--- src/rtl/ex_pipe_skid.sv ---
// EX->MEM pipeline register with a two-entry skid buffer, valid/ready on both sides,
// prioritised exception insertion and a saturating count of inserted exceptions.
module ex_pipe_skid #(
    parameter int                    PC_W      = 30,
    parameter int                    DATA_W    = 32,
    parameter int                    NEXP      = 2,
    parameter int                    EXP_W     = 3,
    parameter logic [NEXP*EXP_W-1:0] EXP_CODES = {3'h3, 3'h1},
    parameter int                    CNT_W     = 16
) (
    input  logic              cpu_clk,
    input  logic              cpu_rstn,
    input  logic              flush,
    input  logic              id_valid,
    output logic              id_ready,
    input  logic [PC_W-1:0]   id_pc,
    input  logic              id_en,
    input  logic              id_br_flag,
    input  logic [1:0]        id_mem_op,
    input  logic [1:0]        id_ctrl_op,
    input  logic [DATA_W-1:0] id_mem_wdata,
    input  logic [DATA_W-1:0] alu_out,
    input  logic [4:0]        id_dst_addr,
    input  logic              id_gpr_wen,
    input  logic [EXP_W-1:0]  id_exp_code,
    input  logic [NEXP-1:0]   exp_req,
    output logic              ex_valid,
    input  logic              ex_ready,
    output logic [PC_W-1:0]   ex_pc,
    output logic              ex_en,
    output logic              ex_br_flag,
    output logic [1:0]        ex_mem_op,
    output logic [DATA_W-1:0] ex_mem_wdata,
    output logic [1:0]        ex_ctrl_op,
    output logic [4:0]        ex_dst_addr,
    output logic              ex_gpr_wen,
    output logic [EXP_W-1:0]  ex_exp_code,
    output logic [DATA_W-1:0] ex_out,
    output logic [CNT_W-1:0]  exp_cnt
);

    typedef struct packed {
        logic [PC_W-1:0]   pc;
        logic              en;
        logic              br_flag;
        logic [1:0]        mem_op;
        logic [DATA_W-1:0] mem_wdata;
        logic [1:0]        ctrl_op;
        logic [4:0]        dst_addr;
        logic              gpr_wen;
        logic [EXP_W-1:0]  exp_code;
        logic [DATA_W-1:0] out;
    } entry_t;

    typedef enum logic [1:0] {EMPTY, ONE, FULL} state_t;

    state_t            state_q;
    entry_t            head_q, skid_q;
    entry_t            rst_entry, cap;
    logic              valid_q, ready_q;
    logic [CNT_W-1:0]  cnt_q, cnt_d;
    logic              accept, drain, insert;
    logic [EXP_W-1:0]  exp_sel;

    assign accept = id_valid & ready_q;
    assign drain  = valid_q & ex_ready;
    assign insert = accept & id_en & (|exp_req);

    always_comb begin
        rst_entry         = '0;
        rst_entry.gpr_wen = 1'b1;
    end

    // Scan from the top so the lowest set request index wins.
    always_comb begin
        exp_sel = '0;
        for (int i = NEXP - 1; i >= 0; i--)
            if (exp_req[i]) exp_sel = EXP_CODES[i*EXP_W +: EXP_W];
    end

    always_comb begin
        cap.pc        = id_pc;
        cap.en        = id_en;
        cap.br_flag   = id_br_flag;
        cap.mem_op    = id_mem_op;
        cap.mem_wdata = id_mem_wdata;
        cap.ctrl_op   = id_ctrl_op;
        cap.dst_addr  = id_dst_addr;
        cap.gpr_wen   = id_gpr_wen;
        cap.exp_code  = id_exp_code;
        cap.out       = alu_out;
        if (id_en && (|exp_req)) begin
            cap.mem_op    = '0;
            cap.mem_wdata = '0;
            cap.ctrl_op   = '0;
            cap.dst_addr  = '0;
            cap.gpr_wen   = 1'b1;
            cap.exp_code  = exp_sel;
            cap.out       = '0;
        end
    end

    always_comb begin
        cnt_d = cnt_q;
        if (insert && (cnt_q != {CNT_W{1'b1}})) cnt_d = cnt_q + 1'b1;
    end

    // id_ready is a register: it never depends combinationally on ex_ready.
    always_ff @(posedge cpu_clk or posedge cpu_rstn) begin
        if (cpu_rstn) begin
            state_q <= EMPTY;
            head_q  <= rst_entry;
            skid_q  <= rst_entry;
            valid_q <= 1'b0;
            ready_q <= 1'b1;
            cnt_q   <= '0;
        end else if (flush) begin
            state_q <= EMPTY;
            head_q  <= rst_entry;
            valid_q <= 1'b0;
            ready_q <= 1'b1;
        end else begin
            cnt_q <= cnt_d;
            unique case (state_q)
                EMPTY: if (accept) begin
                    head_q  <= cap;
                    valid_q <= 1'b1;
                    state_q <= ONE;
                end
                ONE: if (accept && !drain) begin
                    skid_q  <= cap;
                    ready_q <= 1'b0;
                    state_q <= FULL;
                end else if (accept) begin
                    head_q  <= cap;
                end else if (drain) begin
                    valid_q <= 1'b0;
                    state_q <= EMPTY;
                end
                FULL: if (drain) begin
                    head_q  <= skid_q;
                    ready_q <= 1'b1;
                    state_q <= ONE;
                end
                default: begin
                    state_q <= EMPTY;
                    valid_q <= 1'b0;
                    ready_q <= 1'b1;
                end
            endcase
        end
    end

    assign id_ready     = ready_q;
    assign ex_valid     = valid_q;
    assign ex_pc        = head_q.pc;
    assign ex_en        = head_q.en;
    assign ex_br_flag   = head_q.br_flag;
    assign ex_mem_op    = head_q.mem_op;
    assign ex_mem_wdata = head_q.mem_wdata;
    assign ex_ctrl_op   = head_q.ctrl_op;
    assign ex_dst_addr  = head_q.dst_addr;
    assign ex_gpr_wen   = head_q.gpr_wen;
    assign ex_exp_code  = head_q.exp_code;
    assign ex_out       = head_q.out;
    assign exp_cnt      = cnt_q;

endmodule

--- config.mk ---
export PLATFORM = sky130hd
export DESIGN_NAME = ex_pipe_skid
export DESIGN_NICKNAME = d
export VERILOG_FILES = /design/src/rtl/ex_pipe_skid.sv
export SDC_FILE = /design/constraint.sdc
export NUM_CORES = 1
export LEC_CHECK = 0
export BUFFER_PORTS_ARGS = -buffer_cell sky130_fd_sc_hd__buf_2
export CORE_MARGIN = 2
export CORE_UTILIZATION = 55
export DETAILED_ROUTE_END_ITERATION = 8
export GPL_TIMING_DRIVEN = 0
export MAX_ROUTING_LAYER = met4
export PLACE_DENSITY = 0.81
export SLEW_MARGIN = 20
export SYNTH_ARGS = -nofsm -noshare
export SYNTH_HDL_FRONTEND = slang
export SYNTH_SLANG_ARGS = --single-unit
--- constraint.sdc ---
create_clock -name cpu_clk -period 16.1 [get_ports cpu_clk]
set_clock_uncertainty 0.1 [all_clocks]
set_input_delay 3.22 -clock cpu_clk [delete_from_list [all_inputs] [get_ports cpu_clk]]
set_output_delay 3.22 -clock cpu_clk [all_outputs]
set_load 0.01 [all_outputs]
======== Word level (Yosys, flattened, before mapping) ========
Cells that the tools add are included.
word-level totals
  bits in registers ....................... 238
  input bits .............................. 116
  output and inout port bits .............. 127
  logic and storage cells ................. 81
cells by class
  $add $sub $neg .......................... 1
  equal/unequal tests ..................... 13
  muxes and demuxes ....................... 25
  bitwise logic cells ..................... 5
  reductions and logical operators ........ 13
operator list
  cell                                           count
  two-way mux 109 bit                            4
  one-hot mux 109 bit (3 select lines)           1
  two-way mux 77 bit                             1
  != test 3 bit, second input constant           6
  adder 16 x 1 -> 16 bit, second input constant  1
  != test 16 bit, second input constant          1
  two-way mux 2 bit                              7
  AND reduction 3 bit                            3
  two-way mux 1 bit                              8
  != test 4 bit, second input constant           2
  one-hot mux 1 bit (3 select lines)             2
  one-hot mux 2 bit (3 select lines)             1
  AND reduction 5 bit                            1
  AND 1 bit                                      4
  != test 2 bit, second input constant           2
  AND reduction 4 bit                            1
  nonzero test 4 bit                             1
  logical AND 1 bit                              3
  two-way mux 3 bit                              1
  == test 2 x 1 -> 1 bit, second input constant  1
  == test 2 bit, second input constant           1
  zero test 2 bit                                1
  AND reduction 2 bit                            1
  OR reduction 2 bit                             1
  2 further kinds                                2

======== Depth between registers and ports, before layout ========
  depth in word-level cells ............... 7
  gate-level depth with buffers ........... 7
  gate-level depth less buffers ........... 5

======== Least setup slack after synthesis ========
Ideal clock, no wire load.
  path kind ............................... input-to-reg
  from .................................... input port flush
  to ...................................... register skid_q[79] (netlist name)
  library setup time ...................... 0.128 ns
  data arrival time ....................... 4.460 ns
  required time ........................... 15.872 ns
  slack ................................... 11.413 ns
  stages .................................. 6
  buffers on the path ..................... 3
  path through ............................ clkbuf_1 a21oi_1 nand3_1 clkbuf_1 buf_2 mux2_1
on the way
  word-level cells in the longest chain between the ends .. 2
RTL lines
  what                                  RTL line  source
  start: declaration                    13        input logic flush,
  NOT 1 bit (no source line)            n/a
  AND reduction 3 bit (no source line)  n/a
  end signal: assignment                113       skid_q <= rst_entry;
  end signal: assignment                131       skid_q <= cap;
  end: declaration                      58        entry_t head_q, skid_q;
Every way passes these cells.
A chain may end at the register's enable or synchronous reset.

======== Final worst setup path ========
  from .................................... input port id_valid
  to ...................................... register head_q (netlist bit ex_pc[23])
on the way
  word-level cells in the longest chain between the ends .. 5
  elaborated cells between the ends (all ways) .. 8
  classes of those cells .................. 1 x eq/ne; 4 x mux; 1 x bitwise; 2 x reduce/logical
RTL lines
  what                                  RTL line  source
  start: declaration                    14        input logic id_valid,
  AND 1 bit *                           65        assign accept = id_valid & ready_q;
  two-way mux 109 bit (2 in a row)      n/a
  one-hot mux 109 bit (3 select lines)  n/a
  two-way mux 109 bit                   n/a
  end signal: assignment                112       head_q <= rst_entry;
  end signal: assignment                119       head_q <= rst_entry;
  end signal: assignment                126       head_q <= cap;
  end: declaration                      58
Mark *: on every way between the ends. The rest lies on a longest branch, timed or not. The select of a mux whose other input is x is not followed.

==> run summary <==
The run finished with clean final reports. The logs give 238 for the count of clock tree sinks and 13220 ps for the flop-to-flop setup slack. The total overflow left after global routing is 0. The tools report the H-tree depth as 1.

The logs give 195 MHz for the highest clock frequency the design can meet and 5 for the first-pass iteration count of the detailed router. Setup repair after global routing left no endpoint under its margin. The worst setup path is launched from a primary input. The post-CTS setup buffer count was 0. The distinct cell type count of the synthesized netlist is 46, and the number of cells on the worst reg-to-reg path is 5.

For the HPWL after detailed placement, the log shows 21400 um. The share of cell area taken by muxes after synthesis works out to 0.0352. The area of the multi-input gates is 4150 um^2. The via count is 9724, and the number of vias per cell is 5.91.

The synthesized-area fraction occupied by ao, oa, aoi and oai cells is 0.141. The starting utilization of the core area was 0.562. The number of clock buffers added by TritonCTS is 25. Dividing the detail-routed wire length by the instance count gives 18.6 um.

The layout cell share with drive strength beyond 1 works out to 0.239. The startpoint identified for the worst hold timing path is skid_q[1]. Setup violations remaining at the end of the flow were counted as 0. The cell count after synthesis came out at 1120. The post-synthesis to final-layout area growth is 23.0%, and the total number of nets in the final design is 1506.

The post-synthesis sequential element count works out to 238. Most frequently used flop master after synthesis: dfrtp_1. Timing analysis after detailed placement gives a worst setup slack of 10520 ps. The max-slew violation total from the final report was 0.

For the number of fillers in the final layout, the log shows 1458. The async set or reset register ratio after synthesis works out to 1.00. The number of gates resized after CTS was 0. The vertical die dimension was 142 um; the slew at the pin closest to its max-slew limit was 767 ps.

The run gives 47800 um as the wire length of the first global-routing pass. The clock reaches the later pin of the worst-skew pair after 510 ps. The cell sitting at the root of the clock tree is a clkbuf_16. The net count of the mapped netlist was 1237; the leakage power figure was 6.29 nW. The total DRC errors in the routed layout was 0; the post-synthesis cell area was 10500 um^2. In the post-synthesis netlist, the biggest area contributors are dfrtp_1 56%, nand2_1 11%, a311oi_1 8.8%. Capture point of the worst reg-to-reg path: ex_pc[23]. The power per cell area came out at 152 nW/um^2.

The logs give 243 for the count of pins on the block boundary and 85.5 uV for the worst voltage drop across the vdd grid. TritonCTS built the clock tree. Combinational share of power: 0.237. Dominant cell by count in the synthesized netlist: nand2_1. The pin count of the biggest net entering global routing is 106, and the net switching power of the design is 619 uW. Fraction of power spent switching nets: 0.315.

In this run the tool buffered the top-level ports with 240 buffer cells. Final hold analysis gives a worst-case slack of 378 ps. Final clock period utilization by the worst path: 0.318. For this run, the number of Yosys warnings is 0. The minimum clock period works out to 5130 ps. The tools report the power share of the clock group as 0.307. The xor/xnor cell area share of the yosys netlist is 0.0125, and the final standard cell utilization of the core is 0.691.

For this block, the initial DRC count from the detailed router was 783. Worst hold path class: reg2reg. dfrtp_1 takes more of the synthesized area than any other cell. The tools report the part of the total power dissipated in sequential elements as 0.455. After synthesis, the largest family of logic cells by area is simple AND/OR/NAND/NOR gates.

The floorplan step defined a core boundary enclosing 18800 um^2. The logs give 0 for the number of hold buffers added after CTS and 20300 um^2 for the die footprint. Data required time of the worst path: 16340 ps. The logs give 10970 ps for the final worst-path setup slack and 3 for the buffer levels on the longest clock path. Counting instances, the worst hold path has a depth of 2. The final estimated routing congestion in global placement is 0.926. For the via count of the first global-routing pass, the log shows 9216. From left edge to right edge, the die measures 142 um. For this block, the routed nets add up to 30600 um of wire. Headroom to the max-slew limit: 0.486. The synthesized-area fraction occupied by adder cells came out at 0.00119. Internal power comes to 1.35 mW. The synthesized design contains 0 enable-type register cells. Final-report hold violation count: 0.

The area share of the largest cell type after synthesis is 0.558, and the standard-cell row count is 50. The remaining number of nets flagged by the antenna check after routing came out at 0. The worst min-delay path endpoint is skid_q[1]. The startpoint identified for the worst register-to-register timing path is id_ready. The worst setup path is captured at a flip-flop. The run gives 0.306 as the overall global routing resource usage. Ranked by instance count, the synthesized netlist is headed by 296 x nand2_1, 235 x dfrtp_1, 114 x nor2_1, 106 x a311oi_1, 79 x nand3_1. The maximum net fanout on the critical path is 10, and the area share of and/or/nand/nor cells after synthesis is 0.203. The startpoint-to-endpoint class of the critical path was in2reg. The tools report the area of all sequential standard cells as 5960 um^2. At the worst endpoint, the arrival time is 5370 ps. The average instance area after synthesis is 9.41 um^2, and the proportion of synthesized chip area in sequential cells is 0.565. The number of antenna violations at the first check in global routing came out at 4. Clock-pin slew was measured on the worst setup and hold paths at 60 ps.

Max-cap violations in this run came to 0. The run gives 0 ps as the total negative slack for setup checks.
==> state kept, by name, indices dropped and copies added, names as in the netlist, 3 cells and up <==
register	cells
ex_dst_addr	5
ex_exp_code	3
ex_mem_wdata	32
ex_out	32
ex_pc	30
exp_cnt	16
skid_q	109
==> cell type report <==
type,count,share of cell area
repair buffers,242,0.0968
plain buffers,101,0.0319
clock buffers,36,0.0553
well taps,234,0.0226
clock inverters,8,0.0112
diodes,4,0.000772
flip-flops and latches,238,0.459
multi-input cells,776,0.320
inverters,5,0.00203
==> critical path: stages <==
cell      delay (ps)
buf_2            140
nand4_1          160
o211ai_1         660
buf_2            480
clkbuf_1         500
a311oi_1         200
==> metrics by stage <==
stage	power (mW)	instance area, um^2	std cells
2_1_floorplan	1.18	10500	1120
3_3_place_gp	1.34	12000	1594
3_5_place_dp	1.36	12100	1596
4_1_cts	1.97	13000	1640
5_1_grt	2.07	13000	1644
6_report	1.97	13000	1644
==> kinds of logic (layout without fill, tap and decap cells) <==
| group | count (synthesis) | in the layout |
|---|---|---|
| fa+ha+maj | 1 | 1 |
| other cells | 0 | 4 |
| xor+xnor | 15 | 15 |
| simple gates | 519 | 519 |
| mux | 33 | 33 |
| buf+inv | 106 | 392 |
| flops | 238 | 238 |
| compound gates | 208 | 208 |
==> how the worst max path moves through the flow <==
stage	slack [ps]	end	depth (start not counted)	start
after floorplan	6250	ex_br_flag	1	cpu_rstn
after global placement	3680	skid_q[55]	2	cpu_rstn
after detailed placement	10520	ex_pc[25]	6	id_valid
after CTS	11040	ex_pc[23]	6	id_valid
after global routing	10880	ex_pc[23]	6	id_valid
final	10970	ex_pc[23]	6	id_valid
==> placed cells by master (no fill, tap or decap), types with 3 or more instances in the layout <==
cell,instances
nand2_1,296
buf_2,268
dfrtp_1,235
nor2_1,114
a311oi_1,106
nand3_1,79
clkbuf_1,78
o21ai_0,51
o21ai_1,25
clkbuf_16,25
mux2_2,20
xor2_1,13
mux2_1,13
a211oi_1,8
a21oi_1,6
nor4_1,5
clkbuf_8,5
diode_2,4
nand4_1,4
inv_1,4
bufinv_16,4
nor3_1,3
dfstp_2,3
==> power groups by stage <==
stage               clock, mW  combinational (mW)  sequential [mW]
floorplan                   0               0.271            0.906
finish                  0.605               0.467            0.895
global placement            0               0.445            0.890
CTS                     0.610               0.468            0.890
detailed placement          0               0.464            0.898
global route            0.636               0.523            0.914
==> per-layer routing <==
metal	routed length (um)	vias to the layer above	global-route usage
met5	0	-	-
met4	1010	0	0.0974
met3	2450	66	0.0518
met2	14600	474	0.480
met1	12600	4721	0.412
li1	-	4463	-
(Power assumes the default switching activity.)
